$ cat config.mk
export PLATFORM = sky130hd
export DESIGN_NAME = alu_4bit
export DESIGN_NICKNAME = d
export VERILOG_FILES = /design/src/rtl/alu_pkg.sv /design/src/rtl/alu_comb.sv /design/src/rtl/alu_4bit.sv
export SDC_FILE = /design/constraint.sdc
export NUM_CORES = 1
export LEC_CHECK = 0
export CAP_MARGIN = 25
export CORE_UTILIZATION = 48
export DETAILED_ROUTE_END_ITERATION = 8
export GPL_ROUTABILITY_DRIVEN = 0
export PLACE_DENSITY = 0.81
export SLEW_MARGIN = 20
export SYNTH_ARGS = -nofsm -noshare
export SYNTH_HDL_FRONTEND = slang
export SYNTH_SLANG_ARGS = --single-unit
$ cat constraint.sdc
create_clock -name clk -period 0.8 [get_ports clk]
set_input_delay 0.12 -clock clk [delete_from_list [all_inputs] [get_ports clk]]
set_output_delay 0.12 -clock clk [all_outputs]
set_load 0.01 [all_outputs]
$ cat src/rtl/alu_pkg.sv
// ---------------------------------------------------------------------------
// alu_pkg
// Shared definitions for the registered ALU: default operand width, the
// opcode type and the named opcode encodings used by alu_comb and alu_4bit.
// ---------------------------------------------------------------------------
package alu_pkg;

    localparam int unsigned ALU_WIDTH = 4;

    typedef logic [2:0] alu_op_t;

    localparam alu_op_t ALU_ADD = 3'b000;
    localparam alu_op_t ALU_SUB = 3'b001;
    localparam alu_op_t ALU_AND = 3'b010;
    localparam alu_op_t ALU_OR  = 3'b011;
    localparam alu_op_t ALU_XOR = 3'b100;
    localparam alu_op_t ALU_NOR = 3'b101;
    localparam alu_op_t ALU_SHL = 3'b110;
    localparam alu_op_t ALU_SHR = 3'b111;

endpackage : alu_pkg

$ cat src/rtl/alu_comb.sv
// ---------------------------------------------------------------------------
// alu_comb
// Purely combinational ALU core. Produces the next result and the
// carry / borrow / shifted-out bit from the two operands and the opcode.
//
// Ports:
//   a_i      in   WIDTH  operand A (unsigned)
//   b_i      in   WIDTH  operand B (unsigned), unused by the shift ops
//   op_i     in   3      opcode (alu_op_t)
//   result_o out  WIDTH  next result
//   carry_o  out  1      next carry / borrow / shifted-out bit
// ---------------------------------------------------------------------------
module alu_comb
    import alu_pkg::*;
#(
    parameter int unsigned WIDTH = ALU_WIDTH
) (
    input  logic [WIDTH-1:0] a_i,
    input  logic [WIDTH-1:0] b_i,
    input  alu_op_t          op_i,
    output logic [WIDTH-1:0] result_o,
    output logic             carry_o
);

    // One extra bit on both arithmetic paths: for ADD it is the carry, for
    // SUB the zero-extended difference wraps, so the top bit is the borrow
    // (set exactly when a < b).
    logic [WIDTH:0] sum_w;
    logic [WIDTH:0] diff_w;

    assign sum_w  = {1'b0, a_i} + {1'b0, b_i};
    assign diff_w = {1'b0, a_i} - {1'b0, b_i};

    always_comb begin
        result_o = '0;
        carry_o  = 1'b0;
        case (op_i)
            ALU_ADD: begin
                result_o = sum_w[WIDTH-1:0];
                carry_o  = sum_w[WIDTH];
            end
            ALU_SUB: begin
                result_o = diff_w[WIDTH-1:0];
                carry_o  = diff_w[WIDTH];
            end
            ALU_AND: result_o = a_i & b_i;
            ALU_OR:  result_o = a_i | b_i;
            ALU_XOR: result_o = a_i ^ b_i;
            ALU_NOR: result_o = ~(a_i | b_i);
            ALU_SHL: begin
                result_o = {a_i[WIDTH-2:0], 1'b0};
                carry_o  = a_i[WIDTH-1];
            end
            ALU_SHR: begin
                result_o = {1'b0, a_i[WIDTH-1:1]};
                carry_o  = a_i[0];
            end
            // Only reachable with X/Z on the opcode; park on a zero result.
            default: begin
                result_o = '0;
                carry_o  = 1'b0;
            end
        endcase
    end

endmodule : alu_comb

$ cat src/rtl/alu_4bit.sv
// ---------------------------------------------------------------------------
// alu_4bit
// Registered ALU. Inputs are sampled on every rising clk edge and the
// result and flags appear one cycle later, driven straight from flops.
// No handshake; the block accepts a new operation every cycle.
//
// Ports:
//   clk        in   1      rising-edge clock
//   rst        in   1      asynchronous active-high reset
//   a          in   WIDTH  operand A (unsigned)
//   b          in   WIDTH  operand B (unsigned), unused by the shift ops
//   alu_op     in   3      opcode
//   result     out  WIDTH  registered result
//   carry_out  out  1      registered carry / borrow / shifted-out bit
//   zero       out  1      registered flag, 1 when result == 0
// ---------------------------------------------------------------------------
module alu_4bit
    import alu_pkg::*;
#(
    parameter int unsigned WIDTH = ALU_WIDTH
) (
    input  logic             clk,
    input  logic             rst,
    input  logic [WIDTH-1:0] a,
    input  logic [WIDTH-1:0] b,
    input  alu_op_t          alu_op,
    output logic [WIDTH-1:0] result,
    output logic             carry_out,
    output logic             zero
);

    logic [WIDTH-1:0] result_d;
    logic [WIDTH-1:0] result_q;
    logic             carry_d;
    logic             carry_q;
    logic             zero_d;
    logic             zero_q;

    alu_comb #(
        .WIDTH (WIDTH)
    ) u_alu_comb (
        .a_i      (a),
        .b_i      (b),
        .op_i     (alu_op),
        .result_o (result_d),
        .carry_o  (carry_d)
    );

    // Zero is computed from the next result and registered alongside it, so
    // the flag never lags or leads the result it describes.
    assign zero_d = (result_d == '0);

    // Reset value keeps zero consistent with a cleared result.
    always_ff @(posedge clk or posedge rst) begin
        if (rst) begin
            result_q <= '0;
            carry_q  <= 1'b0;
            zero_q   <= 1'b1;
        end else begin
            result_q <= result_d;
            carry_q  <= carry_d;
            zero_q   <= zero_d;
        end
    end

    assign result    = result_q;
    assign carry_out = carry_q;
    assign zero      = zero_q;

endmodule : alu_4bit

==> results of run 1 <==
## cell usage after synthesis
cell type / instances / area share, %
a211o_2: 1 / 1.3
o221ai_1: 1 / 1.1
nor3b_1: 2 / 1.9
a22oi_1: 2 / 1.9
buf_2: 1 / 0.63
a211o_1: 1 / 1.1
fa_1: 2 / 5.1
inv_2: 1 / 0.47
nor3_1: 3 / 1.9
o21bai_1: 1 / 0.95
nor2_1: 5 / 2.4
a211oi_1: 1 / 0.95
mux2i_1: 6 / 7.6
a21boi_1: 1 / 0.95
dfstp_2: 1 / 3.3
nor4_1: 1 / 0.79
xnor2_1: 2 / 2.2
a2111o_1: 1 / 1.4
nand2_1: 5 / 2.4
o21ai_0: 3 / 1.9
mux2_2: 1 / 1.4
clkbuf_1: 1 / 0.47
a21o_2: 1 / 1.1
o2bb2ai_1: 1 / 1.1
inv_1: 11 / 5.2
ha_1: 12 / 19
buf_4: 1 / 0.95
a32o_1: 1 / 1.3
dfrtp_1: 5 / 16
buf_6: 1 / 1.4
a311oi_1: 1 / 1.1
a21oi_4: 1 / 2.1
mux4_2: 1 / 2.8
nor4_2: 1 / 1.6
a21oi_1: 7 / 4.4
## cell families after synthesis
logic type,share of synthesized area (%)
multiplexers,11.87
flip-flops,19.15
AO/OA/AOI/OAI,22.63
adder cells (fa/ha/maj),24.05
AND/OR/NAND/NOR,10.92
buffers and inverters,9.176
XOR/XNOR,2.216
## per-stage QoR
| stage | TNS [ns] | cell area (um^2) |
|---|---|---|
| CTS | -4.527 | 1334 |
| detailed placement | -8.920 | 1245 |
| global placement | -8.575 | 1245 |
| floorplan | -3.392 | 887.1 |
## repair_timing
action	CTS
setup buffers	6
endpoints found under the hold margin	0
gates resized for setup	80
endpoints found under the setup margin	12
pin swaps	17
==> results.py, run 1 <==
metrics = {
    "run_status": {
        "outcome": "aborted with a tool error",
        "failing_step": "global routing",
        "error": "[ERROR DPL-0033] detailed placement checks failed during check placement.",
    },
    "yosys": {
        "synth_seq_area_share_pct": 19.15,
        "synth_cell_types": 35,
        "ys_ff_latch": 6,
        "synth.net_count": 114,
        "yosysWarnings": 0,
        "synth_area_um2": 790.8,
        "synth.avg_cell_area_um2": 9.089,
        "synthCells": 87,
    },
    "clock_network": {
        "ctsRootBufferMaster": "clkbuf_4",
        "hold_buffers": 0,
        "htree_levels": 1,
        "numCtsBuffers": 3,
        "clockBufferDepth": 2,
        "cts.sinks": 6,
    },
    "place": {
        "dp_cells": 143,
        "portBuffers": 18,
        "hpwl_um": 1746,
        "post-place-ws_ns": -1.595,
    },
    "die": {
        "die_w_um": 42.59,
        "boundaryPins": 19,
        "die_y_um": 42.59,
        "initial_utilization_pct": 51.89,
        "row_count": 14,
    },
    "timing": {
        "endpoint_type": "register data pin",
        "crit_endpoint": "zero$_DFF_PP1_/D",
    },
    "grt": {
        "grt_max_degree": 18,
        "antenna_found_initial": 1,
    },
}
==> inputs of run 2 (changes only) <==
--- a/config.mk
+++ b/config.mk
@@ -6,10 +6,11 @@
 export NUM_CORES = 1
 export LEC_CHECK = 0
 export CAP_MARGIN = 25
-export CORE_UTILIZATION = 48
+export CORE_AREA = 2 2 63 65
 export DETAILED_ROUTE_END_ITERATION = 8
+export DIE_AREA = 0 0 65 67
 export GPL_ROUTABILITY_DRIVEN = 0
-export PLACE_DENSITY = 0.81
+export PLACE_DENSITY_LB_ADDON = 0.15
 export SLEW_MARGIN = 20
 export SYNTH_ARGS = -nofsm -noshare
 export SYNTH_HDL_FRONTEND = slang
==> results.py, run 2 <==
metrics = {
    "critical_path": {
        "path_max_fanout": 3,
        "end_kind": "register",
        "cp_data_required_time_ns": 0.93,
        "cp-start-kind": "primary input",
        "crit_type": "in2reg",
        "arrival_ns": 1.77,
    },
    "timing": {
        "maxSlewViolCount": 0,
        "period_share_pct": 206.0,
        "setup_slack_ns": -0.8479,
        "setup_violations": 12,
        "grt_setup_unrepaired": "true",
        "slew-limit-headroom_pct": 81.93,
        "tightest_slew_ns": 0.2701,
        "fmax_mhz": 606.8,
        "hold_viol": 0,
        "finalCriticalPeriod_ns": 1.648,
    },
    "yosys": {
        "synth.avg_cell_area_um2": 9.089,
        "synth.net_count": 114,
        "ys_ff_latch": 6,
        "synth-edff-count": 0,
        "synth_area_um2": 790.8,
        "netlist.area_leader.share_pct": 18.99,
        "synth_area_leader_cell": "ha_1",
        "async_flop_share_pct": 100.0,
        "yosysWarnings": 0,
        "synth_top_cells_by_count": "ha_1 (12), inv_1 (11), a21oi_1 (7), mux2i_1 (6)",
        "synth_cell_types": 35,
        "synthFlopType": "dfrtp_1",
        "yosysMostFrequentCell": "ha_1",
        "synth_seq_area_share_pct": 19.15,
        "yosys-top-cells-area": "ha_1 (19%), dfrtp_1 (16%), mux2i_1 (7.6%)",
        "synthCells": 87,
    },
    "cells_and_area": {
        "num_antenna_cells": 0,
        "utilization_pct": 44.62,
        "largest_reg_flops": 4,
        "final_cell_mix": "buf_4 (32), buf_6 (12), ha_4 (8)",
        "area_delta_synth_final_pct": 103.5,
        "layout_commonest_cell": "buf_4",
        "layout-drive-gt1-share_pct": 67.81,
        "finish.net_count": 174,
        "stdcell_count": 194,
    },
    "pwr": {
        "power.density_mw_per_mm2": 1055,
        "peakVddDrop_uv": 387.1,
        "switching_power_uw": 520.3,
        "swShare_pct": 30.65,
        "pwr-share-clk_pct": 27.7,
        "pwr-share-comb_pct": 51.3,
        "p_seq_share_pct": 21.0,
        "internal_power_mw": 1.177,
        "p_leak_nw": 0.7200,
    },
    "die": {
        "boundaryPins": 19,
        "fp.dieArea_mm2": 0.004355,
        "coreArea_mm2": 0.003606,
        "row_count": 22,
        "initial_utilization_pct": 21.93,
        "die_y_um": 67,
        "die_w_um": 65,
    },
    "grt": {
        "grt_max_degree": 17,
        "grt_pass1_vias": 856,
        "grt_pass1_wl_um": 3719,
        "antenna_found_initial": 0,
        "grt-ovfl-total": 0,
        "grt_usage_pct": 10.94,
    },
    "routing": {
        "drtIter0Drc": 22,
        "wl_um": 2221,
        "wire_per_inst_um": 11.45,
        "vias": 849,
        "postRouteAntennaNets": 0,
        "vias_per_cell": 4.376,
        "route.detailed.drc": 0,
        "first_pass_iters": 4,
    },
    "clock_network": {
        "numCtsBuffers": 3,
        "path_clk_slew_ns": 0.04,
        "htree_levels": 1,
        "cts.sinks": 6,
        "clockBufferDepth": 2,
        "ctsRootBufferMaster": "clkbuf_8",
        "cts_tree": "done",
    },
    "place": {
        "hpwl_um": 1669,
        "dp_cells": 180,
        "post-place-ws_ns": -1.589,
        "portBuffers": 18,
    },
    "run_status": {
        "violations": "setup timing",
        "outcome": "finished with violations",
    },
    "worst_hold_path": {
        "holdCritPathClass": "in2async",
    },
    "run": {
        "max_cap_viol_count": 0,
    },
}
==> run 2: through the flow <==
stage                     instance area (um^2)  power (mW)  setup TNS, ns  hold slack [ns]
final                                     1609       1.697         -3.818           0.1133
after global routing                      1609       1.810         -4.414           0.1437
after CTS                                 1495       1.639         -4.620           0.1239
after detailed placement                  1335       1.109         -9.168           0.3498
after global placement                    1335       1.107         -9.140           0.3472
after floorplan                          887.1      0.7342         -3.392         -0.08977
==> run 2: cells by family after synthesis <==
group / synth area share (%)
buffers and inverters: 9.176
adder cells (fa/ha/maj): 24.05
flip-flops: 19.15
multiplexers: 11.87
AND/OR/NAND/NOR: 10.92
XOR/XNOR: 2.216
AO/OA/AOI/OAI: 22.63
==> run 2: worst max-delay path, stage by stage <==
cell and delay [ns]:
buf_12 0.10, inv_16 0.03, ha_4 0.15, inv_2 0.05, fa_2 0.41, mux2_4 0.27
mux4_2 0.49, nor4_2 0.15
==> run 2: worst paths after layout <==
check                      cells past startpoint         to  slack, ns  from
max in group asynchronous                      2       zero       0.44   rst
min                                            2  result[2]       0.11   rst
min in group clk                               4  carry_out       0.34  a[0]
max                                            8       zero      -0.85  a[0]
==> run 2: per-layer routing <==
layer	track usage [%]	up-vias	share of wire (%)
met3	2.027	0	3.6
met5	0	-	0
li1	-	427	-
met4	2.128	0	0
met2	20.10	17	53
met1	13.27	405	43
==> run 2: cell type report <==
type	instances	area [um^2]
Clock buffer	4	45.04
Fill cell	363	1997
Inverter	12	81.33
Multi-Input combinational cell	65	754.5
Sequential cell	6	151.4
Tap cell	48	60.06
Timing Repair Buffer	59	516.7
==> run 2: power by group through the flow <==
stage | combinational, mW | clock (mW) | sequential, mW
2_1_floorplan | 0.354 | 0 | 0.381
3_3_place_gp | 0.748 | 0 | 0.359
3_5_place_dp | 0.748 | 0 | 0.361
4_1_cts | 0.805 | 0.477 | 0.356
5_1_grt | 0.956 | 0.491 | 0.362
6_report | 0.871 | 0.470 | 0.357
==> run 2: timing repair <==
item | 4_1_cts | 5_1_grt
buffers inserted | 7 | 5
gates resized for setup | 88 | 32
endpoints found under the setup margin | 12 | 12
pin swaps | 16 | 16
hold buffers | 0 | 0
Power figures use the tool's default switching activity.
==> inputs of run 3 (changes only) <==
--- a/config.mk
+++ b/config.mk
@@ -11,7 +11,6 @@
 export DIE_AREA = 0 0 65 67
 export GPL_ROUTABILITY_DRIVEN = 0
 export PLACE_DENSITY_LB_ADDON = 0.15
-export SLEW_MARGIN = 20
 export SYNTH_ARGS = -nofsm -noshare
 export SYNTH_HDL_FRONTEND = slang
 export SYNTH_SLANG_ARGS = --single-unit
==> results of run 3 <==
Same layout as run 2: the final DEF is identical, and so are final timing and power.
